$ cat config.mk
export PLATFORM = sky130hd
export DESIGN_NAME = uart_frame_decoder_flat
export DESIGN_NICKNAME = d
export VERILOG_FILES = /design/src/rtl/uart_frame_decoder_pkg.sv /design/src/rtl/uart_frame_decoder_if.sv /design/src/rtl/uart_frame_decoder_timeout.sv /design/src/rtl/uart_frame_decoder.sv /design/src/flat_wrapper.sv
export SDC_FILE = /design/constraint.sdc
export NUM_CORES = 1
export LEC_CHECK = 0
export ABC_AREA = 1
export BUFFER_PORTS_ARGS = -buffer_cell sky130_fd_sc_hd__clkbuf_2
export CAP_MARGIN = 20
export CORE_ASPECT_RATIO = 0.75
export CORE_UTILIZATION = 35
export DETAILED_ROUTE_END_ITERATION = 8
export PLACE_DENSITY = 0.56
export SKIP_CTS_REPAIR_TIMING = 1
export SLEW_MARGIN = 10
export SYNTH_ARGS = -nofsm -noshare
export SYNTH_HDL_FRONTEND = slang
export SYNTH_SLANG_ARGS = --single-unit
$ cat constraint.sdc
create_clock -name clk_i -period 2.3 [get_ports clk_i]
set_clock_uncertainty 0.15 [all_clocks]
set_input_delay 0.23 -clock clk_i [delete_from_list [all_inputs] [get_ports clk_i]]
set_output_delay 0.23 -clock clk_i [all_outputs]
set_load 0.02 [all_outputs]
$ cat src/rtl/uart_frame_decoder_pkg.sv
// Shared types and constants for the multi-channel UART frame decoder.
package uart_frame_pkg;

  typedef enum logic [1:0] {
    S_HUNT = 2'd0,
    S_CHAN = 2'd1,
    S_DATA = 2'd2,
    S_CSUM = 2'd3
  } state_t;

  localparam logic [1:0] ERR_NONE    = 2'd0;
  localparam logic [1:0] ERR_CSUM    = 2'd1;
  localparam logic [1:0] ERR_CHAN    = 2'd2;
  localparam logic [1:0] ERR_TIMEOUT = 2'd3;

  localparam logic [7:0] DEFAULT_SYNC_BYTE = 8'hA5;

endpackage

$ cat src/rtl/uart_frame_decoder_if.sv
// Byte-strobe input and frame-result output bundle of the frame decoder.
interface uart_frame_decoder_if #(
  parameter int PAYLOAD_BYTES = 11,
  parameter int CH_NUM        = 4
);

  logic [7:0]                 data_i;
  logic                       rx_done_tick_i;
  logic [8*PAYLOAD_BYTES-1:0] payload_o;
  logic [3:0]                 channel_o;
  logic [CH_NUM-1:0]          ch_load_o;
  logic                       done_tick_o;
  logic                       err_tick_o;
  logic [1:0]                 err_code_o;

  modport master (
    output data_i,
    output rx_done_tick_i,
    input  payload_o,
    input  channel_o,
    input  ch_load_o,
    input  done_tick_o,
    input  err_tick_o,
    input  err_code_o
  );

  modport slave (
    input  data_i,
    input  rx_done_tick_i,
    output payload_o,
    output channel_o,
    output ch_load_o,
    output done_tick_o,
    output err_tick_o,
    output err_code_o
  );

endinterface

$ cat src/rtl/uart_frame_decoder_timeout.sv
// Inter-byte idle watchdog: flags expiry after TIMEOUT_CYC quiet cycles while enabled.
module frame_timeout #(
  parameter int TIMEOUT_CYC = 50000
) (
  input  logic clk_i,
  input  logic rst_ni,
  input  logic en_i,
  input  logic clr_i,
  output logic expire_o
);

  localparam int            CNT_W    = $clog2(TIMEOUT_CYC);
  localparam logic [CNT_W-1:0] CNT_LAST = CNT_W'(TIMEOUT_CYC - 1);

  logic [CNT_W-1:0] idle_cnt_r;

  // A byte strobe in the expiry cycle suppresses expiry so the byte is kept.
  assign expire_o = en_i && !clr_i && (idle_cnt_r == CNT_LAST);

  // Idle cycle counter, held at zero while disabled.
  always_ff @(posedge clk_i or negedge rst_ni) begin
    if (!rst_ni) begin
      idle_cnt_r <= '0;
    end else if (!en_i || clr_i || expire_o) begin
      idle_cnt_r <= '0;
    end else begin
      idle_cnt_r <= idle_cnt_r + CNT_W'(1);
    end
  end

endmodule

$ cat src/rtl/uart_frame_decoder.sv
// Frame assembler: sync, channel, payload, checksum; routes good frames to one of CH_NUM channels.
module uart_frame_decoder
  import uart_frame_pkg::*;
#(
  parameter int         PAYLOAD_BYTES = 11,
  parameter int         CH_NUM        = 4,
  parameter logic [7:0] SYNC_BYTE     = DEFAULT_SYNC_BYTE,
  parameter int         TIMEOUT_CYC   = 50000
) (
  input logic                 clk_i,
  input logic                 rst_ni,
  uart_frame_decoder_if.slave bus
);

  localparam int                PW       = 8 * PAYLOAD_BYTES;
  localparam int                CNT_W    = $clog2(PAYLOAD_BYTES + 1);
  localparam logic [CNT_W-1:0]  LAST_IDX = CNT_W'(PAYLOAD_BYTES - 1);
  localparam logic [7:0]        CH_LIMIT = 8'(CH_NUM);
  localparam logic [CH_NUM-1:0] CH_ONE   = CH_NUM'(1);

  state_t            state_r;
  logic [7:0]        chan_r;
  logic [7:0]        sum_r;
  logic [CNT_W-1:0]  byte_cnt_r;
  logic [PW-1:0]     buf_r;
  logic [PW-1:0]     payload_r;
  logic [3:0]        channel_r;
  logic [CH_NUM-1:0] ch_load_r;
  logic              done_r;
  logic              err_r;
  logic [1:0]        err_code_r;
  logic              tick_s;
  logic              to_en_s;
  logic              expire_s;

  // New bytes enter at the top so the first payload byte ends up in [7:0].
  function automatic logic [PW-1:0] shift_in(input logic [PW-1:0] cur, input logic [7:0] b);
    logic [PW-1:0] res;
    res            = cur >> 8;
    res[PW-1 -: 8] = b;
    return res;
  endfunction

  assign tick_s  = bus.rx_done_tick_i;
  assign to_en_s = (state_r != S_HUNT);

  frame_timeout #(
    .TIMEOUT_CYC(TIMEOUT_CYC)
  ) u_timeout (
    .clk_i    (clk_i),
    .rst_ni   (rst_ni),
    .en_i     (to_en_s),
    .clr_i    (tick_s),
    .expire_o (expire_s)
  );

  // Frame FSM with registered result outputs and one-cycle pulses.
  always_ff @(posedge clk_i or negedge rst_ni) begin
    if (!rst_ni) begin
      state_r    <= S_HUNT;
      chan_r     <= 8'd0;
      sum_r      <= 8'd0;
      byte_cnt_r <= '0;
      buf_r      <= '0;
      payload_r  <= '0;
      channel_r  <= 4'd0;
      ch_load_r  <= '0;
      done_r     <= 1'b0;
      err_r      <= 1'b0;
      err_code_r <= ERR_NONE;
    end else begin
      done_r    <= 1'b0;
      err_r     <= 1'b0;
      ch_load_r <= '0;
      if (expire_s) begin
        err_r      <= 1'b1;
        err_code_r <= ERR_TIMEOUT;
        state_r    <= S_HUNT;
      end else if (tick_s) begin
        case (state_r)
          S_HUNT: begin
            if (bus.data_i == SYNC_BYTE) begin
              state_r <= S_CHAN;
            end else begin
              state_r <= S_HUNT;
            end
          end
          S_CHAN: begin
            chan_r     <= bus.data_i;
            sum_r      <= bus.data_i;
            byte_cnt_r <= '0;
            state_r    <= S_DATA;
          end
          S_DATA: begin
            buf_r      <= shift_in(buf_r, bus.data_i);
            sum_r      <= sum_r + bus.data_i;
            byte_cnt_r <= byte_cnt_r + CNT_W'(1);
            if (byte_cnt_r == LAST_IDX) begin
              state_r <= S_CSUM;
            end else begin
              state_r <= S_DATA;
            end
          end
          S_CSUM: begin
            // Checksum errors outrank an out-of-range channel.
            if (bus.data_i != sum_r) begin
              err_r      <= 1'b1;
              err_code_r <= ERR_CSUM;
            end else if (chan_r >= CH_LIMIT) begin
              err_r      <= 1'b1;
              err_code_r <= ERR_CHAN;
            end else begin
              payload_r <= buf_r;
              channel_r <= chan_r[3:0];
              ch_load_r <= CH_ONE << chan_r[3:0];
              done_r    <= 1'b1;
            end
            state_r <= S_HUNT;
          end
          default: begin
            state_r <= S_HUNT;
          end
        endcase
      end else begin
        state_r <= state_r;
      end
    end
  end

  assign bus.payload_o   = payload_r;
  assign bus.channel_o   = channel_r;
  assign bus.ch_load_o   = ch_load_r;
  assign bus.done_tick_o = done_r;
  assign bus.err_tick_o  = err_r;
  assign bus.err_code_o  = err_code_r;

endmodule

$ cat src/flat_wrapper.sv
// flat-port wrapper written by rule: the top's interface ports become plain ports
module uart_frame_decoder_flat import uart_frame_pkg::*;
#(
  parameter int         PAYLOAD_BYTES = 11,
  parameter int         CH_NUM        = 4,
  parameter logic [7:0] SYNC_BYTE     = DEFAULT_SYNC_BYTE,
  parameter int         TIMEOUT_CYC   = 50000
)
  (clk_i, rst_ni, bus_data_i, bus_rx_done_tick_i, bus_payload_o, bus_channel_o, bus_ch_load_o, bus_done_tick_o, bus_err_tick_o, bus_err_code_o);
  uart_frame_decoder_if #(.PAYLOAD_BYTES(PAYLOAD_BYTES), .CH_NUM(CH_NUM)) bus_i ();
  input logic clk_i;
  input logic rst_ni;
  input wire logic [$bits(bus_i.data_i)-1:0] bus_data_i;
  input wire logic [$bits(bus_i.rx_done_tick_i)-1:0] bus_rx_done_tick_i;
  output wire logic [$bits(bus_i.payload_o)-1:0] bus_payload_o;
  output wire logic [$bits(bus_i.channel_o)-1:0] bus_channel_o;
  output wire logic [$bits(bus_i.ch_load_o)-1:0] bus_ch_load_o;
  output wire logic [$bits(bus_i.done_tick_o)-1:0] bus_done_tick_o;
  output wire logic [$bits(bus_i.err_tick_o)-1:0] bus_err_tick_o;
  output wire logic [$bits(bus_i.err_code_o)-1:0] bus_err_code_o;
  assign bus_i.data_i = bus_data_i;
  assign bus_i.rx_done_tick_i = bus_rx_done_tick_i;
  assign bus_payload_o = bus_i.payload_o;
  assign bus_channel_o = bus_i.channel_o;
  assign bus_ch_load_o = bus_i.ch_load_o;
  assign bus_done_tick_o = bus_i.done_tick_o;
  assign bus_err_tick_o = bus_i.err_tick_o;
  assign bus_err_code_o = bus_i.err_code_o;
  uart_frame_decoder #(.PAYLOAD_BYTES(PAYLOAD_BYTES), .CH_NUM(CH_NUM), .SYNC_BYTE(SYNC_BYTE), .TIMEOUT_CYC(TIMEOUT_CYC)) u_core (.clk_i(clk_i), .rst_ni(rst_ni), .bus(bus_i));
endmodule
Word level (Yosys, flattened, before mapping)
Index checks and enable logic that the tools add are counted.
W data, S select, Z words.
{ "classes": {"add_sub_neg": 3, "n_mul": 0, "div_mod_pow": 0, "order_cmp": 1, "eq_ne": 7, "n_shift": 1, "muxes": 28, "bitwise_logic": 3, "reduce_logical": 17} }
{ "op_table": {"columns": ["cell", "count"], "rows": [
  ["$mux W4", 5],
  ["$add A16 B1 Y16 const B", 1],
  ["$eq A16 B16 Y1 const B", 1],
  ["$mux W16", 1],
  ["$pmux W8 S2", 1],
  ["$mux W2", 7],
  ["$mux W1", 12],
  ["$reduce_and A3 Y1", 4],
  ["$add A8 B8 Y8", 1],
  ["$eq A8 B8 Y1 const B", 1],
  ["$ge A8 B3 Y1 const B", 1],
  ["$ne A8 B8 Y1", 1],
  ["$pmux W2 S4", 1],
  ["$pmux W4 S2", 1],
  ["$reduce_bool A2 Y1", 4],
  ["$reduce_and A5 Y1", 1],
  ["$add A4 B1 Y4 const B", 1],
  ["$eq A2 B2 Y1 const B", 2],
  ["$eq A4 B4 Y1 const B", 1],
  ["$shl A1 B4 Y4 const A", 1],
  ["$not A1 Y1", 3],
  ["$reduce_bool A3 Y1", 1],
  ["$eq A2 B1 Y1 const B", 1],
  ["$logic_and A1 B1 Y1", 2],
  ["3 further kinds", 5]
]} }
{ "totals": {"register_bits": 226, "latchBits": 0, "mem_bits_rw": 0, "rom_bits": 0, "inputBits": 11, "elab_cells": 72, "memories": 0} }

Logic depth before layout (Yosys ltp)
{ "logic_depth": {"word_depth": 6, "depth_mapped": 12, "mapped_depth_nobuf": 12} }

Modules after synthesis
From an unflattened synthesis, not the netlist that was laid out.
{ "hier_totals": {"hier_cells": 1020, "area_unflattened_um2": 9743.1} }
{ "by_module_without_submodules": {"columns": ["module", "n_inst", "cells_per_inst", "area_each_um2"], "rows": [
  ["uart_frame_decoder", 1, 902, 8846.0],
  ["frame_timeout", 1, 118, 897.1]
]} }

Worst setup path before layout
No wires, ideal clock.
{ "synth_timing": {"path_kind": "register -> register", "from": "register u_core.sum_r[4]", "to": "register u_core.payload_r[18] (netlist: u_core.bus.payload_o[18])", "setup_time_ns": 0.130, "arrival_time_ns": 1.642, "t_required_ns": 2.020, "setup_slack_ns": 0.377, "stages_incl_launch_ff": 12, "path_buffers": 2, "synth_period_minus_slack_ns": 1.923, "path_cell_list": "dfrtp_1 > ha_1 > nor2_1 > nand2_1 > nor2_2 > nand3_2 > nor2_4 > inv_4 > buf_6 > buf_6 > nand2_1 > o21ai_1"} }
{ "synth_between": {"elab_chain_len": 3} }
{ "synth_lines": {"columns": ["item", "line_no", "rtl"], "rows": [
  ["start, declared", "uart_frame_decoder.sv:23", "logic [7:0] sum_r;"],
  ["start signal, assigned", "uart_frame_decoder.sv:90", "sum_r <= bus.data_i;"],
  ["start signal, assigned", "uart_frame_decoder.sv:96", "sum_r <= sum_r + bus.data_i;"],
  ["$ne A8 B8 Y1", "uart_frame_decoder.sv:106", "if (bus.data_i != sum_r) begin"],
  ["$not A1 Y1 (no source line)", null, null],
  ["$reduce_and A5 Y1 (no source line)", null, null],
  ["end signal, assigned", "uart_frame_decoder.sv:113", "payload_r <= buf_r;"],
  ["end, declared", "uart_frame_decoder.sv:26", "logic [PW-1:0] payload_r;"]
]} }
No other way between the ends.
A chain may end at the register's enable or synchronous reset.

Final worst setup path
{ "layout_timing": {"from": "input bus_data_i[2]", "to": "register u_core.payload_r[49] (netlist: u_core.bus.payload_o[49])"} }
{ "layout_between": {"elab_chain_len": 3} }
{ "layout_lines": {"columns": ["item", "line_no", "rtl"], "rows": [
  ["start, declared", "flat_wrapper.sv:13", "input wire logic [$bits(bus_i.data_i)-1:0] bus_data_i;"],
  ["$ne A8 B8 Y1", "uart_frame_decoder.sv:106", null],
  ["$not A1 Y1 (no source line)", null, null],
  ["$reduce_and A5 Y1 (no source line)", null, null]
]} }
No other way between the ends.

==> results.cfg <==
[sta]
timing.final.max_slew_violations = 0
rsz0062_at_grt = no
setup_slack_ns = 0.167
period_share_pct = 92.7
hold_viol_final = 3
setup_viol = 0
max_slew_margin_pct = 59.6
min_period_ns = 2.13
fin_setup_tns_ns = 0
worstMarginPinSlew_ns = 0.605
whs_ns = -0.0566
fmax_ghz = 0.469

[critical_path]
cp-start-kind = input port
crit_type = in2reg
rr_worst_depth = 10
cp-end-kind = flop
cp.required_ns = 2.53
crit_fanout = 56
cp.arrival_ns = 2.37
timing.rr.end = u_core.bus.payload_o[49]$_DFFE_PN0P_
regToRegStartpoint = u_core.sum_r[4]$_DFFE_PN0P_
r2r_slack_ns = 0.19

[cells_and_area]
diodes = 0
n_fill_cell = 2625
final_cells = 1490
drive_gt1_share_pct = 15.5
layout.nets = 1155
ff_latch_area_sq_um = 5660
synthToLayoutAreaGrowth_pct = 20.6
multi_input_area_sq_um = 2860

[placement]
place_ws_ns = 0.196
place_inst = 1438
place_congestion = 0.797
hpwl_microns = 13500
port-buffer-count = 110

[power]
p_per_area_nw_per_um2 = 1030
power.leakage_nw = 5.50
ir_drop_mv = 0.660

[global_route]
grt_max_degree = 96
grt_pass1_wl_microns = 32700
grt_usage_pct = 14.9
grt-ovfl-total = 0
grt_pass1_vias = 6277
antenna_found_initial = 0

[floorplanning]
rows = 51
die_w_microns = 190
die-height_microns = 143
start_util_pct = 35.6
core-area_sq_um = 25900
ioPinCount = 111
dieArea_sq_um = 27000

[drt]
num_vias = 6642
drt_pass1_iterations = 4
ant_nets = 0
wl_per_cell_microns = 13.3
vias_per_cell = 4.46
drc = 0
wirelength_microns = 19800
drtIter0Drc = 384

[outcome]
failed_checks = hold timing
status = complete, but fails checks

[hold_path]
hold_path.class = in2reg
hp-start = bus_data_i[6]
hold-path-endpoint = u_core.chan_r[6]$_DFFE_PN0P_
hold_depth = 3

[synth]
yosysUniqueCellTypes = 30
yosysMostFrequentCell = nand2_1
ys_top_cells_by_area = dfrtp_1 (61%), nand2_1 (12%), o21ai_0 (6.4%), inv_1 (5.2%), o21ai_1 (3.8%)
synth_fp_nets = 1035
avgSynthCellArea_sq_um = 9.15
synthCells = 1009
ys_seq_area_share_pct = 61.2
yosysWarnings = 0
ys_seq_elements = 226
netlist_area_sq_um = 9240
ys_async_sr_fraction_pct = 100
synth_flop_cell = dfrtp_1
synth_edf_count = 0
yosysTopAreaCell = dfrtp_1
synthTopCellsByCount = nand2_1 (297), dfrtp_1 (226), inv_1 (129), o21ai_0 (118), o21ai_1 (70)
synth.top_cell.area_share_pct = 61.2

[clocking]
insertion_delay_ns = 0.51
cts_sinks = 226
root_buffer = clkbuf_16
clockBufferDepth = 3
cts.htree.levels = 1
cts_tree = built
clk_pin_slew_ns = 0.06
numCtsBuffers = 24

[job]
max_cap_viol_count = 0
[worst max-delay path by stage]
stage | startpoint | end | cells after the start
finish | bus_data_i[2] | u_core.bus.payload_o[49]$_DFFE_PN0P_ | 10
floorplan | u_core.sum_r[4]$_DFFE_PN0P_ | u_core.bus.payload_o[18]$_DFFE_PN0P_ | 11
global placement | bus_data_i[2] | u_core.bus.payload_o[49]$_DFFE_PN0P_ | 9
detailed placement | bus_data_i[2] | u_core.bus.payload_o[83]$_DFFE_PN0P_ | 9
global route | u_core.sum_r[6]$_DFFE_PN0P_ | u_core.bus.payload_o[49]$_DFFE_PN0P_ | 10
CTS | u_core.sum_r[2]$_DFFE_PN0P_ | u_core.bus.payload_o[49]$_DFFE_PN0P_ | 8
[placed cells by master (no fill, tap or decap)]
master         count
nor2_1            44
nand3_2            2
nand4_1            4
dfrtp_1          226
nand3_1           24
o21ai_2            1
a21oi_1            6
nand2_4            1
dlygate4sd3_1      9
nor3b_1            2
inv_1            129
or2_2              1
inv_6              1
clkinvlp_4         1
bufinv_16          3
o21bai_1           2
clkbuf_16         25
clkinv_2           5
nor2_2             1
buf_12             7
nor3_2             3
xor2_1             9
nand3b_1           1
nand2_1          296
fa_1               1
xnor2_1            2
clkbuf_8           5
o21ai_0          118
buf_8              1
clkbuf_1           4
buf_4             11
a41o_1             1
clkbuf_2         109
o21ai_1           70
ha_1              14
nor3_1             6
nor2_4             1
[flip-flops by register name, summed over array words and instances, names as in the netlist]
name / count
u_core.buf_r: 88
u_core.sum_r: 8
u_core.chan_r: 8
u_core.byte_cnt_r: 4
u_core.u_timeout.idle_cnt_r: 16
u_core.state_r: 2
u_core.bus.ch_load_o: 4
u_core.bus.payload_o: 88
u_core.bus.err_tick_o: 1
u_core.bus.channel_o: 4
u_core.bus.done_tick_o: 1
u_core.bus.err_code_o: 2
[power breakdown]
group	leakage [nW]	switching (W)	internal, W	total, W
Sequential	3.07	0.000411	0.00470	0.00511
Clock	0.411	0.00155	0.00248	0.00403
Combinational	2.01	0.00157	0.000808	0.00237
[layer usage]
metal / part of all wire, % / wire [microns] / global-route usage, %
met1: 52 / 10300 / 22.6
met2: 41 / 8180 / 21.5
met3: 4.9 / 961 / 3.32
met4: 1.7 / 337 / 3.18
met5: 0 / 0 / 0
[cell families after synthesis]
| group | after synthesis | synth area share, % |
|---|---|---|
| simple gates | 386 | 16.8 |
| flops | 226 | 61.2 |
| compound gates | 198 | 10.9 |
| buf+inv | 173 | 7.93 |
| fa+ha+maj | 15 | 2.11 |
| xor+xnor | 11 | 1.04 |
[per-stage QoR]
stage	area [sq um]	power, W	util, %
after floorplan	9240	0.00680	-
after global placement	10200	0.00754	39.4
after detailed placement	10200	0.00758	39.4
after CTS	11000	0.0117	42.6
after global routing	11100	0.0123	43.0
final	11100	0.0115	43.0
[area by class of cell]
type,instances,area share (%)
flip-flops and latches,226,50.8
inverters,130,4.43
clock buffers,34,6.37
well taps,344,3.86
multi-input cells,610,25.6
repair buffers,137,7.84
clock inverters,9,1.10
[critical path, stage by stage]
cell and delay, ns:
dlygate4sd3_1 0.53, clkbuf_2 0.14, ha_1 0.38, nor3_2 0.28
nand3_2 0.15, nor2_4 0.19, inv_6 0.08, buf_12 0.18
nand2_1 0.09, o21ai_1 0.07
Power figures use the tool's default switching activity.
